--- src/rtl/fft_pkg.sv ---
// rtl/fft_pkg.sv - shared widths, state encoding and slot helper for the FFT input deserializer
package fft_pkg;

  localparam int IN_WIDTH_DEF  = 16;
  localparam int OUT_WIDTH_DEF = 256;
  localparam int NUM_WORDS_DEF = OUT_WIDTH_DEF / IN_WIDTH_DEF;
  localparam int CNT_WIDTH_DEF = $clog2(NUM_WORDS_DEF) + 1;

  typedef enum logic [1:0] {
    ST_IDLE    = 2'd0,
    ST_COLLECT = 2'd1,
    ST_FULL    = 2'd2
  } deser_state_t;

  // First accepted word lands in the most-significant slot.
  function automatic int slot_lsb(input int idx, input int in_w, input int out_w);
    return out_w - (idx + 1) * in_w;
  endfunction

endpackage

--- src/rtl/fft_input_deserializer_if.sv ---
// rtl/fft_input_deserializer_if.sv - word-in / frame-out handshake bundle of the FFT input deserializer
interface fft_input_deserializer_if #(
  parameter int IN_WIDTH  = fft_pkg::IN_WIDTH_DEF,
  parameter int OUT_WIDTH = fft_pkg::OUT_WIDTH_DEF
);
  localparam int CNT_WIDTH = $clog2(OUT_WIDTH / IN_WIDTH) + 1;

  logic                 sync_clear;
  logic [IN_WIDTH-1:0]  in_data;
  logic                 in_valid;
  logic                 in_ready;
  logic [OUT_WIDTH-1:0] out_data;
  logic                 out_valid;
  logic                 out_ready;
  logic [CNT_WIDTH-1:0] word_count;
  logic                 frame_done;

  modport slave (
    input  sync_clear, in_data, in_valid, out_ready,
    output in_ready, out_data, out_valid, word_count, frame_done
  );

  modport master (
    output sync_clear, in_data, in_valid, out_ready,
    input  in_ready, out_data, out_valid, word_count, frame_done
  );

endinterface

--- src/rtl/deser_frame_buf.sv ---
// rtl/deser_frame_buf.sv - one frame register written a word at a time at a slot index
module deser_frame_buf
  import fft_pkg::*;
#(
  parameter int IN_WIDTH  = IN_WIDTH_DEF,
  parameter int OUT_WIDTH = OUT_WIDTH_DEF,
  parameter int IDX_WIDTH = CNT_WIDTH_DEF - 1
) (
  input  logic                 clk,
  input  logic                 reset,
  input  logic                 i_clr,
  input  logic                 i_wr_en,
  input  logic [IDX_WIDTH-1:0] i_wr_idx,
  input  logic [IN_WIDTH-1:0]  i_wr_data,
  output logic [OUT_WIDTH-1:0] o_frame
);

  localparam int NUM_WORDS = OUT_WIDTH / IN_WIDTH;

  logic [OUT_WIDTH-1:0] r_frame;

  always_ff @(posedge clk or posedge reset) begin
    if (reset) begin
      r_frame <= '0;
    end else if (i_clr) begin
      r_frame <= '0;
    end else if (i_wr_en) begin
      for (int k = 0; k < NUM_WORDS; k++) begin
        if (i_wr_idx == IDX_WIDTH'(k)) begin
          r_frame[slot_lsb(k, IN_WIDTH, OUT_WIDTH) +: IN_WIDTH] <= i_wr_data;
        end
      end
    end
  end

  assign o_frame = r_frame;

endmodule

--- src/rtl/fft_input_deserializer.sv ---
// rtl/fft_input_deserializer.sv - packs 16-bit samples into 256-bit FFT frames, first word in the MSB slot
// DESER_PINGPONG_EN adds a second frame buffer so collection continues while a frame waits downstream.
module fft_input_deserializer
  import fft_pkg::*;
#(
  parameter int IN_WIDTH  = IN_WIDTH_DEF,
  parameter int OUT_WIDTH = OUT_WIDTH_DEF
) (
  input  logic                     clk,
  input  logic                     reset,
  fft_input_deserializer_if.slave  bus
);

  localparam int NUM_WORDS = OUT_WIDTH / IN_WIDTH;
  localparam int CNT_WIDTH = $clog2(NUM_WORDS) + 1;
  localparam int IDX_WIDTH = CNT_WIDTH - 1;
  localparam logic [CNT_WIDTH-1:0] LAST_IDX = CNT_WIDTH'(NUM_WORDS - 1);
  localparam logic [CNT_WIDTH-1:0] FULL_CNT = CNT_WIDTH'(NUM_WORDS);

  deser_state_t         r_state, w_state_nxt;
  logic [CNT_WIDTH-1:0] r_count, w_count_nxt;
  logic                 r_in_ready;
  logic                 r_out_valid, w_out_valid_nxt;
  logic                 r_frame_done, w_done_nxt;
  logic                 w_accept, w_take, w_wr_en;
  logic [IDX_WIDTH-1:0] w_wr_idx;

  assign w_accept = bus.in_valid & r_in_ready;
  assign w_take   = r_out_valid & bus.out_ready;
  assign w_wr_idx = r_count[IDX_WIDTH-1:0];

`ifdef DESER_PINGPONG_EN
  logic                 r_col, w_col_nxt;
  logic [OUT_WIDTH-1:0] w_frame0, w_frame1;
`endif

  // in_ready is registered so it stays low through reset and the first clock after it.
  always_ff @(posedge clk or posedge reset) begin
    if (reset) begin
      r_state      <= ST_IDLE;
      r_count      <= '0;
      r_in_ready   <= 1'b0;
      r_out_valid  <= 1'b0;
      r_frame_done <= 1'b0;
`ifdef DESER_PINGPONG_EN
      r_col        <= 1'b0;
`endif
    end else begin
      r_state      <= w_state_nxt;
      r_count      <= w_count_nxt;
      r_in_ready   <= (w_state_nxt != ST_FULL);
      r_out_valid  <= w_out_valid_nxt;
      r_frame_done <= w_done_nxt;
`ifdef DESER_PINGPONG_EN
      r_col        <= w_col_nxt;
`endif
    end
  end

  always_comb begin
    w_state_nxt     = r_state;
    w_count_nxt     = r_count;
    w_out_valid_nxt = r_out_valid;
    w_done_nxt      = 1'b0;
    w_wr_en         = 1'b0;
`ifdef DESER_PINGPONG_EN
    w_col_nxt       = r_col;
`endif
    if (bus.sync_clear) begin
      w_state_nxt     = ST_IDLE;
      w_count_nxt     = '0;
      w_out_valid_nxt = 1'b0;
    end else begin
`ifdef DESER_PINGPONG_EN
      // FULL here means the collect buffer is complete but the output buffer is still occupied.
      if (w_take) begin
        w_out_valid_nxt = 1'b0;
        w_done_nxt      = 1'b1;
      end
      case (r_state)
        ST_IDLE, ST_COLLECT: begin
          if (w_accept) begin
            w_wr_en = 1'b1;
            if (r_count == LAST_IDX) begin
              if (!r_out_valid || w_take) begin
                w_col_nxt       = ~r_col;
                w_out_valid_nxt = 1'b1;
                w_count_nxt     = '0;
                w_state_nxt     = ST_IDLE;
              end else begin
                w_count_nxt = FULL_CNT;
                w_state_nxt = ST_FULL;
              end
            end else begin
              w_count_nxt = r_count + 1'b1;
              w_state_nxt = ST_COLLECT;
            end
          end
        end
        ST_FULL: begin
          if (w_take) begin
            w_col_nxt       = ~r_col;
            w_out_valid_nxt = 1'b1;
            w_count_nxt     = '0;
            w_state_nxt     = ST_IDLE;
          end
        end
        default: begin
          w_state_nxt     = ST_IDLE;
          w_count_nxt     = '0;
          w_out_valid_nxt = 1'b0;
        end
      endcase
`else
      case (r_state)
        ST_IDLE, ST_COLLECT: begin
          if (w_accept) begin
            w_wr_en = 1'b1;
            if (r_count == LAST_IDX) begin
              w_count_nxt     = FULL_CNT;
              w_out_valid_nxt = 1'b1;
              w_state_nxt     = ST_FULL;
            end else begin
              w_count_nxt = r_count + 1'b1;
              w_state_nxt = ST_COLLECT;
            end
          end
        end
        ST_FULL: begin
          if (w_take) begin
            w_count_nxt     = '0;
            w_out_valid_nxt = 1'b0;
            w_done_nxt      = 1'b1;
            w_state_nxt     = ST_IDLE;
          end
        end
        default: begin
          w_state_nxt     = ST_IDLE;
          w_count_nxt     = '0;
          w_out_valid_nxt = 1'b0;
        end
      endcase
`endif
    end
  end

`ifdef DESER_PINGPONG_EN
  deser_frame_buf #(.IN_WIDTH(IN_WIDTH), .OUT_WIDTH(OUT_WIDTH), .IDX_WIDTH(IDX_WIDTH)) u_buf0 (
    .clk       (clk),
    .reset     (reset),
    .i_clr     (1'b0),
    .i_wr_en   (w_wr_en & ~r_col),
    .i_wr_idx  (w_wr_idx),
    .i_wr_data (bus.in_data),
    .o_frame   (w_frame0)
  );

  deser_frame_buf #(.IN_WIDTH(IN_WIDTH), .OUT_WIDTH(OUT_WIDTH), .IDX_WIDTH(IDX_WIDTH)) u_buf1 (
    .clk       (clk),
    .reset     (reset),
    .i_clr     (1'b0),
    .i_wr_en   (w_wr_en & r_col),
    .i_wr_idx  (w_wr_idx),
    .i_wr_data (bus.in_data),
    .o_frame   (w_frame1)
  );

  // The output buffer is always the one not being collected into.
  assign bus.out_data = r_col ? w_frame0 : w_frame1;
`else
  deser_frame_buf #(.IN_WIDTH(IN_WIDTH), .OUT_WIDTH(OUT_WIDTH), .IDX_WIDTH(IDX_WIDTH)) u_buf0 (
    .clk       (clk),
    .reset     (reset),
    .i_clr     (1'b0),
    .i_wr_en   (w_wr_en),
    .i_wr_idx  (w_wr_idx),
    .i_wr_data (bus.in_data),
    .o_frame   (bus.out_data)
  );
`endif

  assign bus.in_ready   = r_in_ready;
  assign bus.out_valid  = r_out_valid;
  assign bus.word_count = r_count;
  assign bus.frame_done = r_frame_done;

endmodule

--- src/flat_wrapper.sv ---
// flat-port wrapper written by rule: the top's interface ports become plain ports
module fft_input_deserializer_flat import fft_pkg::*;
#(
  parameter int IN_WIDTH  = IN_WIDTH_DEF,
  parameter int OUT_WIDTH = OUT_WIDTH_DEF
)
  (clk, reset, bus_sync_clear, bus_in_data, bus_in_valid, bus_out_ready, bus_in_ready, bus_out_data, bus_out_valid, bus_word_count, bus_frame_done);
  fft_input_deserializer_if #(.IN_WIDTH(IN_WIDTH), .OUT_WIDTH(OUT_WIDTH)) bus_i ();
  input  logic clk;
  input  logic reset;
  input wire logic [$bits(bus_i.sync_clear)-1:0] bus_sync_clear;
  input wire logic [$bits(bus_i.in_data)-1:0] bus_in_data;
  input wire logic [$bits(bus_i.in_valid)-1:0] bus_in_valid;
  input wire logic [$bits(bus_i.out_ready)-1:0] bus_out_ready;
  output wire logic [$bits(bus_i.in_ready)-1:0] bus_in_ready;
  output wire logic [$bits(bus_i.out_data)-1:0] bus_out_data;
  output wire logic [$bits(bus_i.out_valid)-1:0] bus_out_valid;
  output wire logic [$bits(bus_i.word_count)-1:0] bus_word_count;
  output wire logic [$bits(bus_i.frame_done)-1:0] bus_frame_done;
  assign bus_i.sync_clear = bus_sync_clear;
  assign bus_i.in_data = bus_in_data;
  assign bus_i.in_valid = bus_in_valid;
  assign bus_i.out_ready = bus_out_ready;
  assign bus_in_ready = bus_i.in_ready;
  assign bus_out_data = bus_i.out_data;
  assign bus_out_valid = bus_i.out_valid;
  assign bus_word_count = bus_i.word_count;
  assign bus_frame_done = bus_i.frame_done;
  fft_input_deserializer #(.IN_WIDTH(IN_WIDTH), .OUT_WIDTH(OUT_WIDTH)) u_core (.clk(clk), .reset(reset), .bus(bus_i));
endmodule
--- config.mk ---
export PLATFORM = sky130hd
export DESIGN_NAME = fft_input_deserializer_flat
export DESIGN_NICKNAME = d
export VERILOG_FILES = /design/src/rtl/fft_pkg.sv /design/src/rtl/fft_input_deserializer_if.sv /design/src/rtl/deser_frame_buf.sv /design/src/rtl/fft_input_deserializer.sv /design/src/flat_wrapper.sv
export SDC_FILE = /design/constraint.sdc
export NUM_CORES = 1
export LEC_CHECK = 0
export ABC_AREA = 1
export BUFFER_PORTS_ARGS = -buffer_cell sky130_fd_sc_hd__buf_2
export CORE_MARGIN = 3
export CORE_UTILIZATION = 43
export DETAILED_ROUTE_END_ITERATION = 7
export MAX_ROUTING_LAYER = met4
export PLACE_DENSITY = 0.72
export SETUP_SLACK_MARGIN = 0.02
export SYNTH_ARGS = -nofsm -noshare
export SYNTH_HDL_FRONTEND = slang
export SYNTH_SLANG_ARGS = --single-unit
--- constraint.sdc ---
create_clock -name clk -period 22.6 [get_ports clk]
set_clock_uncertainty 0.2 [all_clocks]
set_input_delay 4.52 -clock clk [delete_from_list [all_inputs] [get_ports clk]]
set_output_delay 4.52 -clock clk [all_outputs]
set_load 0.03 [all_outputs]
==> reports/metrics.cfg <==
[run]
timing.max_cap.violations=0

[sta]
hold_viol=0
setup_viol=0
fin_crit_sh_pct=29.9
worstMarginPinSlew_ns=1.16
setup_tns_ns=0
rsz0062_at_grt=false
drv_slew=0
relSlewSlack_pct=22.7
fmax_mhz=148
hold_ws_ns=0.266
min_period_ns=6.76

[setup_path]
crit_chain=buf_2 > inv_1 > nand2_2 > nor2_4 > nand4_1 > o21ai_0
worst_ep_required_time_ns=22.79
arrival_ns=6.96
startpoint_type=input pin
r2r-start=u_core.r_state[1]
slowest_stage=nand4_1
cp_max_fo=32
critical_path_class=input pin to flip-flop
crit_start=bus_sync_clear
rrSetupSlack_ns=19.52
slowest_delay_ns=1.05
cp-end-kind=flip-flop

[routing]
dr.pass1.iters=5
routed_wl_mm=28.3
vias_per_cell=5.10
wl_per_cell_um=19.0
drt_iter0_drc=522
drc_errors=0
vias=7600
ant_nets=0

[layout]
multiInputGateArea_um2=2670
drive_above_1_share_pct=28.3
nNetsFinal=1215
diodes=0
final_cell_mix=buf_2 (284), nand2_1 (269), dfrtp_1 (266)
area_delta_synth_final_pct=25.3
register_area_um2=6660
fill_cells=1968
final_common_cell=buf_2

[logic_synthesis]
synth_seq_cells=266
syn_area_per_cell_um2=10.4
synth_area_um2=9760
syn_nets=964
ys_warn_count=0
synth_cell_type_count=21
netlist_instances=938
seq_area_frac_synth_pct=68.2

[outcome]
status=finished, final reports clean

[clock_tree]
numCtsBuffers=28
cts_repair_resize_count=0
cts_root_buffer=clkbuf_16
clock-sinks=266
path_clk_slew_ns=0.06
ctsLongestPathBuffers=3
post_cts_buffers=0
htree_levels=1
cts_hold_buf=0
cts_tree=yes
clk_latency_ns=0.53

[grt]
grt_pass1_vias=7260
grt_pass1_wl_mm=43.0
antenna_found_initial=0
grt_overflow_total=0
grt_max_degree=120
grtUsageTotal_pct=23.3

[floorplan]
core_area_um2=22000
die-height_um=157
die_area_um2=24500
fp-row-count=54
io_pins=285
start_util_pct=44.3
die_w_um=157

[placement]
io_buffer_count=284
finalWeightedCongestion=0.822
dp_hpwl_mm=18.5

[min_path]
hold_start=u_core.r_state[0]
hold_path_class=flip-flop to flip-flop

[pwr]
leakage_nw=6.55
ir_drop_v=0.0000523
powerDensity_nw_per_um2=102

[layer usage]
metal  track usage, %  part of all wire (%)
met3             4.78                   7.8
met4             5.75                   2.2
met1             31.0                    42
met2             37.1                    48
met5                -                     0
[sequential cells by signal (all words and copies together), names as in the netlist]
name	count
u_core.u_buf0.o_frame	256
u_core.bus.word_count	5
u_core.r_state	2
u_core.bus.frame_done	1
u_core.bus.in_ready	1
u_core.bus.out_valid	1
[final cells by class]
type	count	share of cell area, %
Inverter	33	1.08
Tap cell	280	2.87
Multi-Input combinational cell	573	21.8
Clock buffer	44	7.05
Timing Repair Buffer	287	11.8
Clock inverter	6	0.881
Sequential cell	266	54.5
[cells in the mapped netlist]
cell type  number  share of area, %
dfrtp_1       266                68
a21oi_1         2              0.10
buf_12          1              0.21
buf_4           1             0.077
clkbuf_1       33               1.3
inv_1          33               1.3
o21ai_0       259                13
nor2_2          1             0.064
clkbuf_2        7              0.36
nand3_1         8              0.41
nand4_1         6              0.38
nor3_1          1             0.051
nor4_1          1             0.064
nand3_4         7               1.3
ha_1            5              0.64
nor2_1          9              0.35
buf_2          24               1.2
o21ai_1         2              0.10
nand2_2         1             0.064
nand2_1       269                10
nor2_4          2              0.23
[logic make-up (layout without fill, tap and decap cells)]
logic type | count (synthesis) | count (layout) | share of synthesized area (%)
AND/OR/NAND/NOR | 305 | 305 | 13.2
adder cells (fa/ha/maj) | 5 | 5 | 0.641
flip-flops | 266 | 266 | 68.2
buffers and inverters | 99 | 370 | 4.41
AO/OA/AOI/OAI | 263 | 263 | 13.5
[power by group]
group,total (W),switching [W],internal (W)
Clock,0.000477,0.000184,0.000294
Sequential,0.000549,0.0000263,0.000523
Combinational,0.000218,0.000165,0.0000527
[metrics by stage]
step                      instance area (µm²)  instances  worst slack, ns  util (%)  power, W
final                                   12200       1489            15.84      55.5   0.00125
after global routing                    12200       1489            15.57      55.5   0.00129
after CTS                               12200       1489            15.92      55.5   0.00125
after detailed placement                11300       1439            15.39      51.1  0.000777
after global placement                  11300       1439            15.53      51.1  0.000771
after floorplan                          9760        938            10.55         -  0.000699
[worst max-delay path: cells and delay by family]
family / cells / cell delay [ns]
compound gates: 1 / 0.58
buf+inv: 2 / 0.20
simple gates: 3 / 1.64
[worst paths after layout]
path	endpoint	cells after the start
max in group asynchronous	u_core.u_buf0.o_frame[213]	3
worst min-delay path	u_core.bus.frame_done	1
worst max register to register	u_core.u_buf0.o_frame[116]	5
min in group asynchronous	u_core.u_buf0.o_frame[79]	2
worst min register to register	u_core.bus.frame_done	1
worst max-delay path	u_core.u_buf0.o_frame[116]	6
(Power assumes the default switching activity.)
